### config.mk
export PLATFORM = sky130hd
export DESIGN_NAME = seg7_scanner
export DESIGN_NICKNAME = d
export VERILOG_FILES = /design/src/rtl/seg7_scanner.sv
export SDC_FILE = /design/constraint.sdc
export NUM_CORES = 1
export LEC_CHECK = 0
export ABC_AREA = 1
export CAP_MARGIN = 20
export CELL_PAD_IN_SITES_DETAIL_PLACEMENT = 0
export CELL_PAD_IN_SITES_GLOBAL_PLACEMENT = 1
export CORE_MARGIN = 3
export CORE_UTILIZATION = 35
export CTS_BUF_LIST = sky130_fd_sc_hd__clkbuf_8
export CTS_CLUSTER_DIAMETER = 60
export DETAILED_ROUTE_END_ITERATION = 8
export PLACE_DENSITY = 0.69
export SLEW_MARGIN = 20
export SYNTH_ARGS = -nofsm -noshare
export SYNTH_HDL_FRONTEND = slang
export SYNTH_SLANG_ARGS = --single-unit
### constraint.sdc
create_clock -name clk_i -period 3.55 [get_ports clk_i]
set_input_delay 0.71 -clock clk_i [delete_from_list [all_inputs] [get_ports clk_i]]
set_output_delay 0.71 -clock clk_i [all_outputs]
set_load 0.01 [all_outputs]
### src/rtl/seg7_scanner.sv
// -----------------------------------------------------------------------------
// seg7_scanner
//
// Time-multiplexed seven-segment scanner. A full frame of per-digit segment
// patterns is accepted over a valid/ready handshake into a pending buffer and
// promoted to the displayed (active) frame only at the end of a full scan, so
// a frame is never shown half-updated. Each digit slot is REFRESH_DIV cycles
// long: BLANK_CYCLES with every anode off (anti-ghosting), then
// REFRESH_DIV-BLANK_CYCLES cycles driving one digit.
//
// Optional build macro: SEG7_BRIGHTNESS_EN
//   When defined, adds brightness_i[3:0]. During the drive part of a slot the
//   anode is only enabled for ((brightness_i+1)*DRIVE_CYCLES)>>4 cycles.
//   When undefined, the anode is enabled for the whole drive part.
//
// Ports:
//   clk_i             system clock
//   rst_ni            synchronous active-low reset
//   segments_i        frame; digit d = bits [8d+7:8d] = {dp,g,f,e,d,c,b,a},
//                     active-high
//   segments_valid_i  frame offered
//   brightness_i      (SEG7_BRIGHTNESS_EN only) anode duty within drive
//   segments_ready_o  pending buffer empty
//   an_no             anode enables, active-low, one-hot-low or all-high
//   seg_no            cathodes {g..a}, active-low
//   dp_no             decimal point, active-low
//   digit_o           index of the current digit slot
//   frame_done_o      one-cycle pulse on the last cycle of the final slot
// -----------------------------------------------------------------------------
module seg7_scanner #(
    parameter int NUM_DIGITS   = 8,
    parameter int REFRESH_DIV  = 100000,
    parameter int BLANK_CYCLES = 1000
) (
    input  logic                          clk_i,
    input  logic                          rst_ni,
    input  logic [NUM_DIGITS*8-1:0]       segments_i,
    input  logic                          segments_valid_i,
`ifdef SEG7_BRIGHTNESS_EN
    input  logic [3:0]                    brightness_i,
`endif
    output logic                          segments_ready_o,
    output logic [NUM_DIGITS-1:0]         an_no,
    output logic [6:0]                    seg_no,
    output logic                          dp_no,
    output logic [$clog2(NUM_DIGITS)-1:0] digit_o,
    output logic                          frame_done_o
);

    localparam int DIG_W        = $clog2(NUM_DIGITS);
    localparam int CNT_W        = $clog2(REFRESH_DIV + 1);
    localparam int DRIVE_CYCLES = REFRESH_DIV - BLANK_CYCLES;
    localparam int FRAME_W      = NUM_DIGITS * 8;

    localparam logic [CNT_W-1:0] BLANK_LAST =
        CNT_W'((BLANK_CYCLES > 0) ? (BLANK_CYCLES - 1) : 0);
    localparam logic [CNT_W-1:0] DRIVE_LAST = CNT_W'(DRIVE_CYCLES - 1);
    localparam logic [DIG_W-1:0] DIGIT_LAST = DIG_W'(NUM_DIGITS - 1);

    typedef enum logic {
        ST_BLANK = 1'b0,
        ST_DRIVE = 1'b1
    } state_e;

    // With blanking disabled every slot starts (and stays) in DRIVE.
    localparam state_e SLOT_START = (BLANK_CYCLES > 0) ? ST_BLANK : ST_DRIVE;

    // ---------------------------------------------------------------------
    // State
    // ---------------------------------------------------------------------
    state_e               state_q, state_d;
    logic [CNT_W-1:0]     cnt_q, cnt_d;
    logic [DIG_W-1:0]     digit_q, digit_d;
    logic                 wrap;

    logic [FRAME_W-1:0]   active_q, active_d;
    logic [FRAME_W-1:0]   pending_q, pending_d;
    logic                 pending_full_q, pending_full_d;
    logic                 accept;

    logic [NUM_DIGITS-1:0] an_q, an_d;
    logic [6:0]            seg_q, seg_d;
    logic                  dp_q, dp_d;
    logic                  frame_done_q, frame_done_d;

    logic [7:0]            pattern;
    logic                  anode_on;
`ifdef SEG7_BRIGHTNESS_EN
    logic [31:0]           on_cycles;
`endif

    // ---------------------------------------------------------------------
    // Slot sequencer: BLANK -> DRIVE per digit, digit advances at the end of
    // DRIVE. The wrap cycle is the last DRIVE cycle of the last digit.
    // ---------------------------------------------------------------------
    always_comb begin
        state_d = state_q;
        cnt_d   = cnt_q + CNT_W'(1);
        digit_d = digit_q;
        wrap    = 1'b0;
        case (state_q)
            ST_BLANK: begin
                if (cnt_q == BLANK_LAST) begin
                    state_d = ST_DRIVE;
                    cnt_d   = '0;
                end
            end
            ST_DRIVE: begin
                if (cnt_q == DRIVE_LAST) begin
                    state_d = SLOT_START;
                    cnt_d   = '0;
                    if (digit_q == DIGIT_LAST) begin
                        digit_d = '0;
                        wrap    = 1'b1;
                    end else begin
                        digit_d = digit_q + DIG_W'(1);
                    end
                end
            end
            default: begin
                state_d = SLOT_START;
                cnt_d   = '0;
            end
        endcase
    end

    // ---------------------------------------------------------------------
    // Handshake: a frame transfers when segments_valid_i && segments_ready_o
    // at a rising edge; ready is simply "pending buffer empty" and does not
    // depend on valid. Valid may drop without a transfer. The pending frame
    // moves to active on the wrap cycle. Accept and commit cannot coincide:
    // accept needs the buffer empty, commit needs it full.
    // ---------------------------------------------------------------------
    assign accept = segments_valid_i && !pending_full_q;

    always_comb begin
        active_d       = active_q;
        pending_d      = pending_q;
        pending_full_d = pending_full_q;
        if (wrap && pending_full_q) begin
            active_d       = pending_q;
            pending_full_d = 1'b0;
        end
        if (accept) begin
            pending_d      = segments_i;
            pending_full_d = 1'b1;
        end
    end

    // ---------------------------------------------------------------------
    // Registered outputs, derived from the next-state values so they always
    // match the state that is current after the same edge.
    // ---------------------------------------------------------------------
`ifdef SEG7_BRIGHTNESS_EN
    assign on_cycles = ((32'(brightness_i) + 32'd1) * 32'(DRIVE_CYCLES)) >> 4;
    assign anode_on  = (state_d == ST_DRIVE) && (32'(cnt_d) < on_cycles);
`else
    assign anode_on  = (state_d == ST_DRIVE);
`endif

    always_comb begin
        pattern = 8'h00;
        for (int d = 0; d < NUM_DIGITS; d++) begin
            if (digit_d == DIG_W'(d)) begin
                pattern = active_d[8*d +: 8];
            end
        end
    end

    always_comb begin
        an_d         = '1;
        seg_d        = 7'h7F;
        dp_d         = 1'b1;
        frame_done_d = (state_d == ST_DRIVE) && (cnt_d == DRIVE_LAST) &&
                       (digit_d == DIGIT_LAST);
        if (anode_on) begin
            for (int d = 0; d < NUM_DIGITS; d++) begin
                an_d[d] = (digit_d != DIG_W'(d));
            end
        end
        // Cathodes follow DRIVE regardless of dimming.
        if (state_d == ST_DRIVE) begin
            seg_d = ~pattern[6:0];
            dp_d  = ~pattern[7];
        end
    end

    // ---------------------------------------------------------------------
    // Registers
    // ---------------------------------------------------------------------
    always_ff @(posedge clk_i) begin
        if (!rst_ni) begin
            state_q        <= SLOT_START;
            cnt_q          <= '0;
            digit_q        <= '0;
            active_q       <= '0;
            pending_q      <= '0;
            pending_full_q <= 1'b0;
            an_q           <= '1;
            seg_q          <= 7'h7F;
            dp_q           <= 1'b1;
            frame_done_q   <= 1'b0;
        end else begin
            state_q        <= state_d;
            cnt_q          <= cnt_d;
            digit_q        <= digit_d;
            active_q       <= active_d;
            pending_q      <= pending_d;
            pending_full_q <= pending_full_d;
            an_q           <= an_d;
            seg_q          <= seg_d;
            dp_q           <= dp_d;
            frame_done_q   <= frame_done_d;
        end
    end

    assign segments_ready_o = !pending_full_q;
    assign an_no            = an_q;
    assign seg_no           = seg_q;
    assign dp_no            = dp_q;
    assign digit_o          = digit_q;
    assign frame_done_o     = frame_done_q;

endmodule

# Word-level counts from Yosys, hierarchy flattened
# Index checks and enable logic that the tools add are counted.
# totals
elab_cells	65
inputBits	67
register_bits	167
output_inout_bits	21
# op_classes
reduce_logical	9
n_eq_ne	18
add_sub_neg	2
muxes	23
bitwise_logic	3
# op_table
op	n
$mux 64	1
$mux 8	8
$eq 17x17->1 const B	2
$mux 17	2
$pmux 17 s2	1
$add 17x1->17 const B	1
$eq 17x10->1 const B	1
$eq 3x3->1 const B	5
$ne 3x3->1 const B	4
$mux 3	3
$mux 1	7
$not 7->7	1
$eq 3x2->1 const B	2
$ne 3x2->1 const B	2
$logic_and 1x1->1	4
$add 3x1->3 const B	1
$eq 3x1->1 const B	1
$logic_not 3->1	1
$ne 3x1->1 const B	1
$reduce_bool 3->1	1
$not 1->1	2
$pmux 1 s2	1
$reduce_and 2->1	1
$reduce_bool 2->1	1
$logic_not 1->1	1

# Depth between registers and ports, before layout
# Gate-level depths: netlist of the first run.
# logic_depth
depth_word	15
ltp_mapped	15

# Worst setup path after synthesis of the first run
# Ideal clock, no wire load.
# synth_timing
kind	register -> register
startpoint	reg digit_q[0], in the netlist digit_o[0]
endpoint	reg seg_q[0], in the netlist seg_no[0]
arrival_time_ps	1885
path_stages_with_launch	13
required_time_ps	3434
path_slack_ps	1549
path_cell_list	dfxtp_1 ha_1 ha_1 nand2_1 inv_1 nand4_2 clkbuf_1 buf_2 nand2_1 o21ai_0 inv_1 a21oi_1 nand2_1
# synth_between
elab_chain_len	15
elab_cells_between_ends	27
classes_between	add/sub: 1; eq/ne: 8; mux: 15; bitwise: 1; reduce/logical: 2
# synth_lines
element	line_no	rtl
start, declared	73	logic [DIG_W-1:0] digit_q, digit_d;
start signal, assigned	206	digit_q <= digit_d;
parallel branches: the longest is 13 deep, another holds $add 3x1->3	-	
$mux 8 *	164	if (digit_d == DIG_W'(d)) begin
$not 7->7 *	183	seg_d = ~pattern[6:0];
end signal, assigned	211	seg_q <= seg_d;
end, declared	82	logic [6:0] seg_q, seg_d;
# Mark *: on every way between the ends.
# A chain may end at the register's enable or synchronous reset.

# Worst setup path after layout of the first run
# layout_timing
startpoint	reg digit_q[0], in the netlist digit_o[0]
endpoint	reg seg_q[3], in the netlist seg_no[3]
# Same word-level chain as after synthesis.

==> metrics.cfg, run 1 <==
[setup_path]
reg2reg_slack_ps = 780
critPathMaxFanout = 100
crit_buf_inv = 2
cp-start-kind = register
critPathRequiredTime_ps = 3890
cp_top_family = simple AND/OR/NAND/NOR gates
worstPathArrival_ps = 3110
critPathCaptureType = register
cp_slowest_cell = buf_4
startpoint = digit_o[0]
worstReg2RegEnd = seg_no[3]
critical_path_class = reg -> reg
reg2reg_from = digit_o[0]
crit_chain = ha_1 > ha_1 > nand2_1 > inv_1 > nand4_4 > buf_4 > or2_2 > o21ai_0 > or2_2 > nand4_1 > a21oi_1
slowest_delay_ps = 740
ff2ff_path_depth = 11

[clock_network]
clk_path_buf_depth = 2
cts_buffers = 17
cts_tree = built
clk_latency_ps = 460
cts.sinks = 167
h-tree-depth = 4
cts_root_buffer = clkbuf_8
cts_resized = 0
cts_setup_buffers = 0
hold_buffers = 0
path_clk_slew_ps = 90

[yosys]
synthCells = 940
syn-num-nets = 1010
synth-seq-cells = 167
ys_seq_area_share_pct = 48.78
synth_cell_types = 37
syn_area_um2 = 6854
yosysWarnings = 0
post_synth.cell_area_avg_um2 = 7.292

[routing]
via_per_inst = 4.478
dr_total_vias = 5750
drt_first_pass_iters = 5
wl_per_cell_um = 13.59
finalWirelength_um = 17450
drc = 0
drtAntennaViolNets = 0
dr.first_iter.drc_count = 323

[layout]
area_growth_pct = 22.49
post-route-util_pct = 44.29
instances_no_fill = 1284
final_cell_mix = 203 x nor2_1, 167 x dfxtp_1, 132 x nand2_1
nets = 1081
final_common_cell = nor2_1
drive_gt1_share_pct = 7.910
antenna_cells = 0

[outcome]
status = completed

[hold_path]
whs_endpoint = pending_q[56]
hp-start = pending_q[56]
hold_depth = 2
worstHoldPathType = reg -> reg

[sta]
setup_ws_ps = 783.4
hold_viol = 0
fmax_mhz = 361.5
maxSlewViolCount = 0
fin_setup_tns_ps = 0
holdWs_ps = 455.6
finalCriticalPeriod_ps = 2767
worst_slew_pin_slew_ps = 968.9
setup_viol = 0
layout_worst_path_cycle_share_pct = 77.93
finClkSkew_ps = 14.97
rsz0062_at_grt = false
slew_headroom_pct = 35.41

[floorplan]
ios = 88
die_area_um2 = 21300
die_y_um = 145.9
die_x_um = 145.9
start_util_pct = 36.16
placeableCoreArea_um2 = 18960
rows = 50

[placed_design]
pre_cts_ws_ps = 758.9
port_buffers = 87
dpl.cell_count = 1252
hpwl_um = 12420
routabilityCongestion = 0.7965

[pwr]
p_leak_nw = 3.648
ir_drop_uv = 201.7
cellPowerDensity_nw_per_um2 = 439.3

[run]
cap_viol_max_count = 0

[grt]
grt_usage_pct = 16.53
gr-total-overflow = 0
grt_antenna_before_repair = 0
grt_pass1_wl_um = 28210
grt_max_degree = 101
grt_pass1_vias = 5386

## tightest hold or removal path, delay by kind of cell, from the launching register on
| kind | cells | cell delay (ps) |
|---|---|---|
| compound gates | 1 | 50 |
| flops | 1 | 300 |
| buf+inv | 1 | 60 |
## cell families (layout without fill, tap and decap cells)
group	count (synthesis)	after routing	share of synthesized area (%)
adder cells (fa/ha/maj)	3	3	0.5477
XOR/XNOR	9	9	1.150
AO/OA/AOI/OAI	160	160	11.96
AND/OR/NAND/NOR	425	425	27.02
flip-flops	167	167	48.78
buffers and inverters	168	252	9.383
multiplexers	8	8	1.168
## flip-flops by register name, summed over array words and instances, names as in the netlist, 3 cells and up
| signal | flops |
|---|---|
| pending_q | 64 |
| cnt_q | 17 |
| active_q | 64 |
| an_no | 8 |
| seg_no | 7 |
| digit_o | 3 |
## worst max-delay path by stage
stage                           end  cells after the start  slack [ps]
after floorplan           seg_no[0]                     12        1550
after detailed placement  seg_no[6]                     14         760
after global routing      seg_no[6]                     14         380
after CTS                 seg_no[6]                     14         740
final                     seg_no[3]                     11         780
after global placement    seg_no[6]                     14         800
## where the power goes
| part | total [W] | internal (W) | switching [W] |
|---|---|---|---|
| logic | 0.000225 | 0.000109 | 0.000116 |
| registers | 0.00196 | 0.00193 | 0.0000315 |
| clock network | 0.00150 | 0.000756 | 0.000743 |
| total | 0.00369 | 0.00280 | 0.000891 |
## routing by layer
metal | part of all wire [%] | wire, µm | GRT usage (%)
met1 | 50 | 8696 | 22.34
met5 | 0 | 0 | 0
met2 | 46 | 8004 | 26.96
met4 | 0.90 | 157 | 4.131
met3 | 3.4 | 593 | 3.644
## cell usage after synthesis
cell type | n | area [µm²]
nor3_4 | 1 | 16.27
o21ai_4 | 1 | 16.27
nand3_1 | 27 | 135.1
nor3_1 | 8 | 40.04
nand3_4 | 1 | 17.52
nor3_2 | 2 | 20.02
nand2_4 | 1 | 11.26
and3_1 | 1 | 6.260
clkbuf_1 | 33 | 123.9
nand2_1 | 133 | 499.2
buf_2 | 5 | 25.02
mux2i_1 | 8 | 80.08
dfxtp_1 | 167 | 3343
xor2_1 | 7 | 61.31
ha_1 | 3 | 37.54
o21ai_1 | 8 | 40.04
or2_2 | 16 | 100.1
o21ai_0 | 109 | 545.5
a21oi_1 | 39 | 195.2
nor3b_1 | 1 | 7.510
o21bai_1 | 2 | 15.01
nor2_1 | 203 | 762.0
inv_2 | 5 | 18.77
clkinv_1 | 1 | 3.750
buf_4 | 1 | 7.510
nand2_2 | 2 | 12.51
a211oi_1 | 1 | 7.510
nor2_4 | 6 | 67.56
nand3b_1 | 2 | 15.01
nand4_2 | 1 | 12.51
inv_1 | 120 | 450.4
nand4_1 | 17 | 106.4
xnor2_1 | 2 | 17.52
buf_1 | 2 | 7.510
nand3_2 | 1 | 10.01
inv_4 | 1 | 6.260
nor2_2 | 2 | 12.51
## stage by stage
stage	area [µm²]	total power (W)
2_1_floorplan	6854	0.002112
3_3_place_gp	7950	0.002235
3_5_place_dp	7950	0.002237
4_1_cts	8396	0.003738
5_1_grt	8396	0.003848
6_report	8396	0.003688
## area by class of cell
cell class / count / area, µm²
timing repair buffer: 93 / 923.4
clock buffer: 19 / 261.5
sequential: 167 / 3343
clock inverter: 13 / 183.9
multi-input combinational: 605 / 2879
inverter: 127 / 479.2
tap: 260 / 325.3
fill: 1968 / 10560
Note: power is estimated with default switching activity, not from simulation.
==> inputs of run 2 (changes only) <==
--- a/config.mk
+++ b/config.mk
@@ -14,7 +14,7 @@
 export CTS_BUF_LIST = sky130_fd_sc_hd__clkbuf_8
 export CTS_CLUSTER_DIAMETER = 60
 export DETAILED_ROUTE_END_ITERATION = 8
-export PLACE_DENSITY = 0.69
+export PLACE_DENSITY = 0.72
 export SLEW_MARGIN = 20
 export SYNTH_ARGS = -nofsm -noshare
 export SYNTH_HDL_FRONTEND = slang
==> constraint.sdc (replaced) <==
create_clock -name clk_i -period 2.28 [get_ports clk_i]
set_input_delay 0.456 -clock clk_i [delete_from_list [all_inputs] [get_ports clk_i]]
set_output_delay 0.456 -clock clk_i [all_outputs]
set_load 0.01 [all_outputs]
==> run 2 against run 1 <==
  * Combinational power increased by 60%
  * Routed wire length increased by 4.5%
  * Sequential share of layout area decreased by 2.0 points
  * Critical path type unchanged
==> metrics.cfg, run 2 (synthesis results as in run 1) <==
[layout]
area_growth_pct = 29.61
num-fill-cells = 1951  ; -0.86%
nets = 1114  ; +3.1%
largest_registers = active_q: 64 flops, pending_q: 64 flops, cnt_q: 17 flops
post-route-util_pct = 46.86  ; +2.6 points
final_common_cell = nor2_1
final_cell_mix = 194 x nor2_1, 158 x dfxtp_1, 127 x nand2_1
antenna_cells = 0  ; unchanged
instances_no_fill = 1317  ; +2.6%
drive_gt1_share_pct = 13.62  ; +5.7 points

[hold_path]
worstHoldPathType = in -> reg

[setup_path]
reg2reg_from = cnt_q[0]
worstPathArrival_ps = 2520  ; -590 ps
reg2reg_slack_ps = 90  ; -690 ps
critPathCaptureType = register
worstReg2RegEnd = seg_no[5]
cp-start-kind = register
ff2ff_path_depth = 13  ; +2
critPathMaxFanout = 6  ; -94%
startpoint = cnt_q[0]
crit_path_end = seg_no[5]
critical_path_class = reg -> reg
critPathRequiredTime_ps = 2610  ; -1280 ps

[grt]
grt_pass1_vias = 5507  ; +2.2%
gr-total-overflow = 0  ; unchanged
grt_max_degree = 66  ; -35%
grt_usage_pct = 16.41  ; -0.12 points
grt_antenna_before_repair = 0  ; unchanged
grt_pass1_wl_um = 28080  ; -0.44%

[sta]
worst_slew_pin_slew_ps = 559.9  ; -408.9 ps
maxSlewViolCount = 0  ; unchanged
fin_setup_tns_ps = 0  ; unchanged
hold_viol = 0  ; unchanged
layout_worst_path_cycle_share_pct = 96.04  ; +18 points
finClkSkew_ps = 13.85  ; -1.115 ps
fmax_mhz = 456.7  ; +26%
slew_headroom_pct = 62.67  ; +27 points
setup_viol = 0  ; unchanged
finalCriticalPeriod_ps = 2190  ; -576.8 ps

[routing]
dr_total_vias = 5928  ; +3.1%
wl_per_cell_um = 13.85  ; +1.9%
wl_met2_um = 8587  ; +7.3%
via_per_inst = 4.501  ; +0.51%
dr.max_layer_used = met4
drtAntennaViolNets = 0  ; unchanged
dr.first_iter.drc_count = 293  ; -9.3%
drt-met1-wl_um = 8815  ; +1.4%
drc = 0  ; unchanged
wl_met3_um = 490  ; -17%
finalWirelength_um = 18240  ; +4.5%
drt_first_pass_iters = 5  ; unchanged

[clock_network]
hold_buffers = 0  ; unchanged
cts_tree = built
path_clk_slew_ps = 90  ; about the same
cts_buffers = 17  ; unchanged
cts_root_buffer = clkbuf_8
cts.sinks = 167  ; unchanged
h-tree-depth = 4  ; unchanged
clk_latency_ps = 470  ; about the same
clk_path_buf_depth = 2  ; unchanged

[outcome]
status = completed

[floorplan]
die_x_um = 145.9  ; unchanged
rows = 50  ; unchanged
placeableCoreArea_um2 = 18960  ; unchanged
start_util_pct = 36.16  ; unchanged
die_area_um2 = 21300  ; unchanged
ios = 88  ; unchanged
die_y_um = 145.9  ; unchanged

[pwr]
cellPowerDensity_nw_per_um2 = 631.5  ; +44%
p_leak_nw = 3.891  ; +6.6%
ir_drop_uv = 311.7  ; +55%

[placed_design]
dpl.cell_count = 1269  ; +1.4%
port_buffers = 87  ; unchanged
hpwl_um = 12570  ; +1.2%
routabilityCongestion = 0.7962  ; about the same

[run]
cap_viol_max_count = 0  ; unchanged

==> run 2: cell count changes in the layout (fill, tap and decap cells not counted), moves of 5 or more <==
cell	change
dfxtp_1	-9
buf_4	+22
nor2_2	+6
nand2_1	-5
nor2_1	-9
buf_12	+5
dfxtp_2	+8
==> run 2: cell type report <==
| type | instances | area [µm²] | share of cell area (%) |
|---|---|---|---|
| sequential | 167 | 3357 | 37.79 |
| multi-input combinational | 606 | 3004 | 33.82 |
| timing repair buffer | 125 | 1300 | 14.63 |
| inverter | 127 | 484.2 | 5.451 |
| tap | 260 | 325.3 | 3.662 |
| clock buffer | 18 | 247.7 | 2.789 |
| clock inverter | 14 | 165.2 | 1.859 |
==> run 2: report_power, final <==
| part | total (W) | internal [W] | leakage [nW] | switching [W] |
|---|---|---|---|---|
| Sequential | 0.00305 | 0.00301 | 1.37 | 0.0000459 |
| Clock | 0.00220 | 0.00103 | 0.207 | 0.00116 |
| Combinational | 0.000359 | 0.000180 | 2.32 | 0.000179 |
==> run 2: metrics by stage <==
stage | hold WS (ps) | power [W] | setup WS, ps | area (µm²)
after floorplan | 424.5 | 0.003289 | 279.4 | 6854
after global placement | 440.5 | 0.003480 | -48.95 | 8128
after detailed placement | 443.4 | 0.003484 | -62.89 | 8128
after CTS | 413.2 | 0.005678 | 10.60 | 8581
after global routing | 420.5 | 0.005851 | -11.40 | 8884
final | 430.6 | 0.005610 | 90.25 | 8884
==> run 2: worst max-delay path: stages (launching register included) <==
cell and delay (ps):
dfxtp_4 370, ha_4 140, nand2_2 80, nor2_4 190, nand4_4 230, buf_12 210
buf_4 160, nand2_1 60, nand2_1 70, nand3b_1 170, nand3_2 90, nor2_2 50
nand4_1 140, nand3_1 110
==> run 2: worst min-delay path by stage <==
stage                  startpoint            end  slack, ps  depth (start not counted)
detailed placement  pending_q[41]  pending_q[41]        440                          2
finish                     rst_ni       an_no[7]        430                          4
global placement    pending_q[60]  pending_q[60]        440                          2
floorplan           pending_q[53]  pending_q[53]        420                          2
CTS                        rst_ni       an_no[7]        410                          4
global route               rst_ni       an_no[7]        420                          4
==> run 2: timing repair <==
action | CTS | global route
setup endpoints to repair | 2 | 17
endpoints found under the hold margin | 0 | 0
pin swaps | 4 | 17
gates cloned | 0 | 5
resized for setup | 4 | 48
setup buffers | 4 | 7
==> run 2: metal layers <==
layer  GRT usage, %  vias to the layer above
li1               -                     3158
met1          21.49                     2667
met5              0                        -
met3          3.395                       19
met4          6.315                        0
met2          26.68                       84
